File: src/rtl/seg_scroll_ctrl.sv
// Scrolling message controller for a 6-digit 7-segment display: buffers patterns, then steps a window across them.
// Build option: define SEG_SCROLL_LOOP_EN to honour the loop input; otherwise every scroll ends with done.
module seg_scroll_ctrl #(
  parameter int DIV   = 25000000,
  parameter int DEPTH = 16
) (
  input  logic       clk,
  input  logic       rst_n,
  input  logic       wr_valid,
  input  logic [6:0] wr_data,
  output logic       wr_ready,
  input  logic       clear,
  input  logic       start,
  input  logic       stop,
  input  logic       loop,
  output logic [6:0] seg0,
  output logic [6:0] seg1,
  output logic [6:0] seg2,
  output logic [6:0] seg3,
  output logic [6:0] seg4,
  output logic [6:0] seg5,
  output logic       busy,
  output logic       done
);

  localparam int AW = $clog2(DEPTH);
  localparam int LW = AW + 1;
  localparam int CW = AW + 2;
  localparam int PW = 26;
  localparam logic [6:0] BLANK = 7'h7F;

  typedef enum logic {IDLE, SCROLL} state_t;

  state_t        state, state_nxt;
  logic [LW-1:0] len, len_nxt;
  logic [LW-1:0] pos, pos_nxt;
  logic [PW-1:0] presc, presc_nxt;
  logic          loop_lat, loop_lat_nxt;
  logic          done_nxt;
  logic          wr_en;
  logic          loop_eff;
  logic [CW-1:0] idx;
  logic [6:0]    win [6];
  logic [6:0]    mem [DEPTH];

`ifdef SEG_SCROLL_LOOP_EN
  assign loop_eff = loop;
`else
  assign loop_eff = loop & 1'b0;
`endif

  assign wr_ready = (state == IDLE) && (len < LW'(DEPTH));
  assign busy     = (state == SCROLL);

  always_comb begin
    state_nxt    = state;
    len_nxt      = len;
    pos_nxt      = pos;
    presc_nxt    = presc;
    loop_lat_nxt = loop_lat;
    done_nxt     = 1'b0;
    wr_en        = 1'b0;
    case (state)
      IDLE: begin
        // clear beats a same-cycle write; start sees the post-write length
        if (clear) begin
          len_nxt = '0;
        end else if (wr_valid && wr_ready) begin
          wr_en   = 1'b1;
          len_nxt = len + 1'b1;
        end
        if (start && (len_nxt != '0)) begin
          state_nxt    = SCROLL;
          pos_nxt      = '0;
          presc_nxt    = '0;
          loop_lat_nxt = loop_eff;
        end
      end
      SCROLL: begin
        if (stop) begin
          state_nxt = IDLE;
        end else if (presc == PW'(DIV - 1)) begin
          presc_nxt = '0;
          if (pos == len) begin
            if (loop_lat) begin
              pos_nxt = '0;
            end else begin
              state_nxt = IDLE;
              done_nxt  = 1'b1;
            end
          end else begin
            pos_nxt = pos + 1'b1;
          end
        end else begin
          presc_nxt = presc + 1'b1;
        end
      end
      default: state_nxt = IDLE;
    endcase
  end

  // Window index is one bit wider than len so pos+5 never aliases into the buffer
  always_comb begin
    idx = '0;
    for (int j = 0; j < 6; j++) begin
      win[5-j] = BLANK;
      idx = CW'(pos) + CW'(j);
      if ((state == SCROLL) && (idx < CW'(len))) begin
        win[5-j] = mem[idx[AW-1:0]];
      end
    end
  end

  always_ff @(posedge clk) begin
    if (wr_en) begin
      mem[len[AW-1:0]] <= wr_data;
    end
  end

  // Stage p0 -> p1: control registers and registered digit outputs
  always_ff @(posedge clk) begin
    if (!rst_n) begin
      state    <= IDLE;
      len      <= '0;
      pos      <= '0;
      presc    <= '0;
      loop_lat <= 1'b0;
      done     <= 1'b0;
      seg0     <= BLANK;
      seg1     <= BLANK;
      seg2     <= BLANK;
      seg3     <= BLANK;
      seg4     <= BLANK;
      seg5     <= BLANK;
    end else begin
      state    <= state_nxt;
      len      <= len_nxt;
      pos      <= pos_nxt;
      presc    <= presc_nxt;
      loop_lat <= loop_lat_nxt;
      done     <= done_nxt;
      seg0     <= win[0];
      seg1     <= win[1];
      seg2     <= win[2];
      seg3     <= win[3];
      seg4     <= win[4];
      seg5     <= win[5];
    end
  end

endmodule

File: config.mk
export PLATFORM = sky130hd
export DESIGN_NAME = seg_scroll_ctrl
export DESIGN_NICKNAME = d
export VERILOG_FILES = /design/src/rtl/seg_scroll_ctrl.sv
export SDC_FILE = /design/constraint.sdc
export NUM_CORES = 1
export LEC_CHECK = 0
export CORE_MARGIN = 10
export CORE_UTILIZATION = 50
export CTS_CLUSTER_SIZE = 25
export DETAILED_ROUTE_END_ITERATION = 10
export GPL_TIMING_DRIVEN = 0
export PLACE_DENSITY_LB_ADDON = 0.08
export SYNTH_ARGS = -nofsm -noshare
export SYNTH_HDL_FRONTEND = slang
export SYNTH_SLANG_ARGS = --single-unit
File: constraint.sdc
create_clock -name clk -period 3.6 [get_ports clk]
set_clock_uncertainty 0.1 [all_clocks]
set_input_delay 0.72 -clock clk [delete_from_list [all_inputs] [get_ports clk]]
set_output_delay 0.72 -clock clk [all_outputs]
set_load 0.1 [all_outputs]
==> out/metrics.yaml <==
place:
  io_buffers: 57
  gp_congestion: 0.934
  place_ws_ps: -1960
  dp_hpwl_um: 23800
  place_area_um2: 12000
logic_synthesis:
  synth_flop_cell: "edfxtp_1"
  synth-edff-count: 112
  synth_top_cell_area_share_pct: 30.5
  seq_area_frac_synth_pct: 45.0
  synth_nets: 807
  ys_types: 60
  yosysWarnings: 0
  synth_seq_cells: 192
  synth_cells: 757
  netlist_area_um2: 11000
  synth_area_per_cell_um2: 14.6
  ys_top_cells_by_area: "edfxtp_1, mux4_2, dfxtp_1, ha_1, o21ai_0"
  yosysTopAreaCell: "edfxtp_1"
  synth-async-reset-ratio_pct: 0
worst_setup_path:
  r2r_start: "pos[1]"
  end_kind: "register"
  crit_top_cell: "mux4_2"
  max_stage_delay_ps: 660
  critical_path_arrival_ps: 3710
  critPathMaxFanout: 19
  crit_type: "reg -> reg"
  cp.required_ps: 3820
  crit_chain: "clkbuf_4 -> buf_8 -> inv_1 -> ha_2 -> clkbuf_1 -> mux4_2 -> mux4_2 -> or2_1"
  startpoint: "pos[1]"
  start_kind: "register"
  cpMaxStageDelayCell: "clkbuf_1"
clock_network:
  clockBufferDepth: 2
  clkSinkCount: 192
  htree_num_levels: 4
  cts_buffers: 17
  clk_latency_ps: 430
  root_buffer: "clkbuf_16"
  clk_pin_slew_ps: 80
  cts_tree: "built"
floorplanning:
  dieHeight_um: 168
  start_util_pct: 50.7
  core_um2: 21800
  die_area_um2: 28400
  std_cell_rows: 54
  die_w_um: 168
  pin_count: 59
detailed_routing:
  drt-pass1-iter-count: 5
  routed_wl_um: 33300
  ant_nets: 0
  vias: 7873
  drc_errors: 0
  vias_per_cell: 6.93
  dr.first_iter.drc_count: 899
  drt-wirelength-per-cell_um: 29.3
power_and_ir_drop:
  powerDensity_nw_per_um2: 336
  leakage_uw: 0.00413
  ir_worst_vdd_mv: 0.294
global_route:
  grt_first_pass_wirelength_um: 49800
  grt.total_usage_pct: 23.3
  grt_antenna_before_repair: 1
  grt_pass1_vias: 8047
  grt-ovfl-total: 0
  grt_max_degree: 20
timing:
  holdWs_ps: 389
  fin_crit_sh_pct: 96.9
  slew_headroom_pct: 9.12
  fmax_mhz: 287
  fin_ws_ps: 112
  worstMarginPinSlew_ps: 1360
  finalMaxSlewViolations: 0
  finalSetupViolations: 0
  period_needed_ps: 3490
  final_hold_viol_count: 0
  totalNegativeSetupSlack_ps: 0
  rsz0062_at_grt: "no"
cells_and_area:
  fin_area_um2: 12800
  fin_nets: 890
  area_growth_pct: 16.2
  drive_gt1_share_pct: 28.7
  fillerInstances: 1630
run_status:
  status: "completed"
run:
  max_cap_violations: 0
min_path:
  hp-start: "presc[16]"
  hp-class: "reg -> reg"
## repair_timing
| item | in CTS | in global routing |
|---|---|---|
| gates resized for setup | 27 | 8 |
| endpoints found under the setup margin | 32 | 22 |
| setup buffers | 3 | 2 |
| hold buffers | 0 | 0 |
| pin swaps | 2 | 0 |
## cells in the final DEF (no fill, tap or decap), types with 5 or more instances in the layout
cell	n
a21oi_1	17
a22oi_1	6
a31oi_1	6
and2_1	6
buf_2	17
buf_4	6
buf_6	9
clkbuf_1	13
clkbuf_16	18
clkdlybuf4s50_1	57
dfxtp_1	79
edfxtp_1	112
ha_1	35
inv_1	16
mux2i_1	10
mux4_2	147
nand2_1	31
nand2b_1	9
nand3_1	19
nand4_1	10
nor2_1	36
nor2b_1	11
o21a_1	7
o21ai_0	42
o31ai_1	10
or2_1	30
xnor2_1	5
## layout make-up
class	count	area, µm²	area share, %
flip-flops and latches	192	4970	38.8
inverters	19	71.3	0.557
clock buffers	20	468	3.65
diodes	3	7.51	0.0586
clock inverters	12	98.8	0.772
multi-input cells	500	5850	45.7
plain buffers	44	318	2.48
repair buffers	66	678	5.29
well taps	280	350	2.74
## synth_stat cells, types with 5 or more instances
master,instances
mux4_2,147
edfxtp_1,112
dfxtp_1,80
o21ai_0,42
nor2_1,39
ha_1,36
nand2_1,31
or2_1,30
buf_2,20
a21oi_1,19
nand3_1,19
inv_1,16
clkbuf_1,15
nor2b_1,11
mux2i_1,10
nand4_1,10
o31ai_1,10
nand2b_1,9
xnor2_1,8
o21a_1,7
a22oi_1,6
a31oi_1,6
and2_1,6
buf_4,5
## where the power goes
| part | total, µW | switching [µW] | internal [µW] |
|---|---|---|---|
| Combinational | 138 | 87.6 | 50.6 |
| Clock | 1830 | 871 | 961 |
| Sequential | 2340 | 11.1 | 2330 |
| Total | 4310 | 969 | 3340 |
## path summary, 6_finish.rpt
check / slack, ps / depth (start not counted) / to
worst max-delay path: 110 / 8 / seg4[2]
worst min register to register: 390 / 1 / presc[16]
worst min-delay path: 390 / 1 / presc[16]
worst max register to register: 110 / 8 / seg4[2]
## routing by layer
metal / up-vias / part of all wire (%) / global-route usage [%]
met1: 3970 / 35 / 27.0
met5: - / 0 / 0
li1: 3248 / - / -
met2: 556 / 48 / 36.8
met3: 99 / 12 / 9.03
met4: 0 / 4.6 / 12.7
## worst max-delay path, delay by kind of cell, from the launching register on
family,cells,cell delay (ps)
buf+inv,4,1240
fa+ha+maj,1,400
simple gates,1,230
flops,1,400
mux,2,980
## cell families (layout without fill, tap and decap cells)
family                   count (synthesis)  after routing  synth area share, %
flip-flops                             192            192                 45.0
AND/OR/NAND/NOR                        177            177                 8.61
other                                    0              3                    0
adder cells (fa/ha/maj)                 36             36                 4.09
AO/OA/AOI/OAI                          115            115                 6.71
multiplexers                           159            159                 31.4
XOR/XNOR                                13             13                 1.10
buffers and inverters                   65            161                 3.03
## registers in the layout (all words and copies together), names as in the netlist
register and cells:
mem 112, presc 26, seg0 7, seg1 7
seg2 7, seg3 7, seg4 7, seg5 7
len 5, pos 5, busy 1, done 1
## through the flow
stage / instances / total power (µW) / util (%)
floorplan: 757 / 2460 / -
global route: 1133 / 4430 / 58.8
detailed placement: 1098 / 2520 / 55.2
finish: 1136 / 4310 / 58.9
CTS: 1131 / 4310 / 58.5
global placement: 1094 / 2510 / 54.9
Power figures use the tool's default switching activity.
==> RTL change, RTL diff (same settings) <==
Register the output `seg2` once more, cleared by the reset; this adds one clock of latency there. The other outputs are not delayed to match.
--- a/src/rtl/seg_scroll_ctrl.sv
+++ b/src/rtl/seg_scroll_ctrl.sv
@@ -31,4 +31,6 @@
 
   typedef enum logic {IDLE, SCROLL} state_t;
+
+  logic [6:0] seg2_s0;
 
   state_t        state, state_nxt;
@@ -129,5 +131,5 @@
       seg0     <= BLANK;
       seg1     <= BLANK;
-      seg2     <= BLANK;
+      seg2_s0  <= BLANK;
       seg3     <= BLANK;
       seg4     <= BLANK;
@@ -142,5 +144,5 @@
       seg0     <= win[0];
       seg1     <= win[1];
-      seg2     <= win[2];
+      seg2_s0  <= win[2];
       seg3     <= win[3];
       seg4     <= win[4];
@@ -149,4 +151,12 @@
   end
 
+  always_ff @(posedge clk) begin
+    if (!rst_n) begin
+      seg2 <= '0;
+    end else begin
+      seg2 <= seg2_s0;
+    end
+  end
+
 endmodule
 
Function: changed (a bounded check fails within 4 cycles, from zero or initial values and one cycle with rst_n low).
==> RTL change against the unedited design <==
Cell area rose by 2.9%; worst setup slack got worse by 10 ps; critical path depth rose by 3; wire length rose by 7.0%; combinational power rose by 22%; synthesized area rose by 2.9%; count of clock-buffer cells in the layout fell by 2; critical endpoint is now seg3[6]$_SDFF_PN1_; die area rose by 2.6%; fmax fell by 0.29%; first-iteration DRC count rose by 41%; power rose by 6.3%; final cell count rose by 3.0%; sequential cell count rose by 7; largest cell class unchanged; via count rose by 3.8%.
==> RTL change: results (changes against the unedited design) <==
Power and ir drop:
- The power dissipated by switching net loads is 1000 uW (+3.7%).
- The logic gate share of total power is 3.7% (+0.5 points).

Placement:
- The detailed placement HPWL is 25100 um (+5.4%).
- The routability congestion estimate from global placement is 0.940 (+0.70%).
- The pre-CTS setup slack was -1800 ps (+165 ps).
- The number of cells after detailed placement is 1139 (+3.7%).

Min path:
- The worst min-delay path endpoint is seg2[6]$_SDFF_PN0_.
- The hold path startpoint is seg2_s0[6]$_SDFF_PN1_.

Synth:
- The commonest cells after synthesis are 154 x mux4_2, 112 x edfxtp_1, 87 x dfxtp_1, 36 x ha_1, 36 x inv_1.
- The sequential area share after synthesis was 45.0% (-0.046 points).
- The number of nets produced by synthesis is 840 (+4.1%).
- The post-synthesis compound-gate area fraction was 5.88% (-0.83 points).
- The fraction of synthesized area in multiplexers is 30.8% (-0.66 points).
- Sorting the synthesized cells by area gives the leading types as mux4_2 31%, edfxtp_1 30%, dfxtp_1 15%, ha_1 4.0%, nand2b_1 1.7%.
- The XOR/XNOR share of the synthesized area came to 0.982% (-0.12 points).

Route:
- The vias after detailed routing is 8173 (+3.8%).
- The DRC violation total after the first TritonRoute iteration came to 1270 (+41%).
- The wire length reported by the detailed router was 35700 um (+7.0%).

Finish:
- The number of antenna repair diodes is 0 (-3).
- The share of layout cells above drive strength 1 is 28.7% (about the same).

Critical path:
- The largest driver fanout on the critical path came to 10 (-9).
- Broken down by cell family, the worst path's largest delay share belongs to adder cells.
- The slowest library cell on the worst path is ha_1.

Timing:
- The headroom to the max-slew limit is 2.78% (-6.3 points).
- The minimum period implied by the final worst setup slack came to 3500 ps (+10.1 ps).

Status:
- The run finished with clean final reports.

Global route:
- The total routing resource utilization after global routing was 25.1% (+1.8 points).
## RTL change: cell count changes in the layout (fill, tap and decap cells not counted), moves of 10 or more
cell / change
a31oi_1: +15
o21ai_0: -32
nand3_1: +11
nor2_1: -10
o21ai_1: +10
or2_1: -30
nand2b_1: +21
inv_1: +20
## RTL change: metal layers
metal	routed length (um)	GRT usage [%]	up-vias
li1	-	-	3366
met1	13300	32.3	4087
met2	16600	38.6	614
met3	4140	7.33	106
met4	1690	11.4	0
met5	0	0	-
## RTL change: final cells by class
| class | instances | area [um2] |
|---|---|---|
| repair buffers | 65 | 649 |
| plain buffers | 48 | 297 |
| flip-flops and latches | 199 | 5110 |
| well taps | 285 | 357 |
| clock buffers | 18 | 429 |
| multi-input cells | 503 | 6000 |
| fillers | 1705 | 9330 |
| inverters | 38 | 148 |
| clock inverters | 14 | 190 |
## RTL change: timing repair
item	in CTS	in global routing
buffers inserted	0	1
pin swaps	0	2
endpoints found under the setup margin	45	24
gates resized for setup	39	7
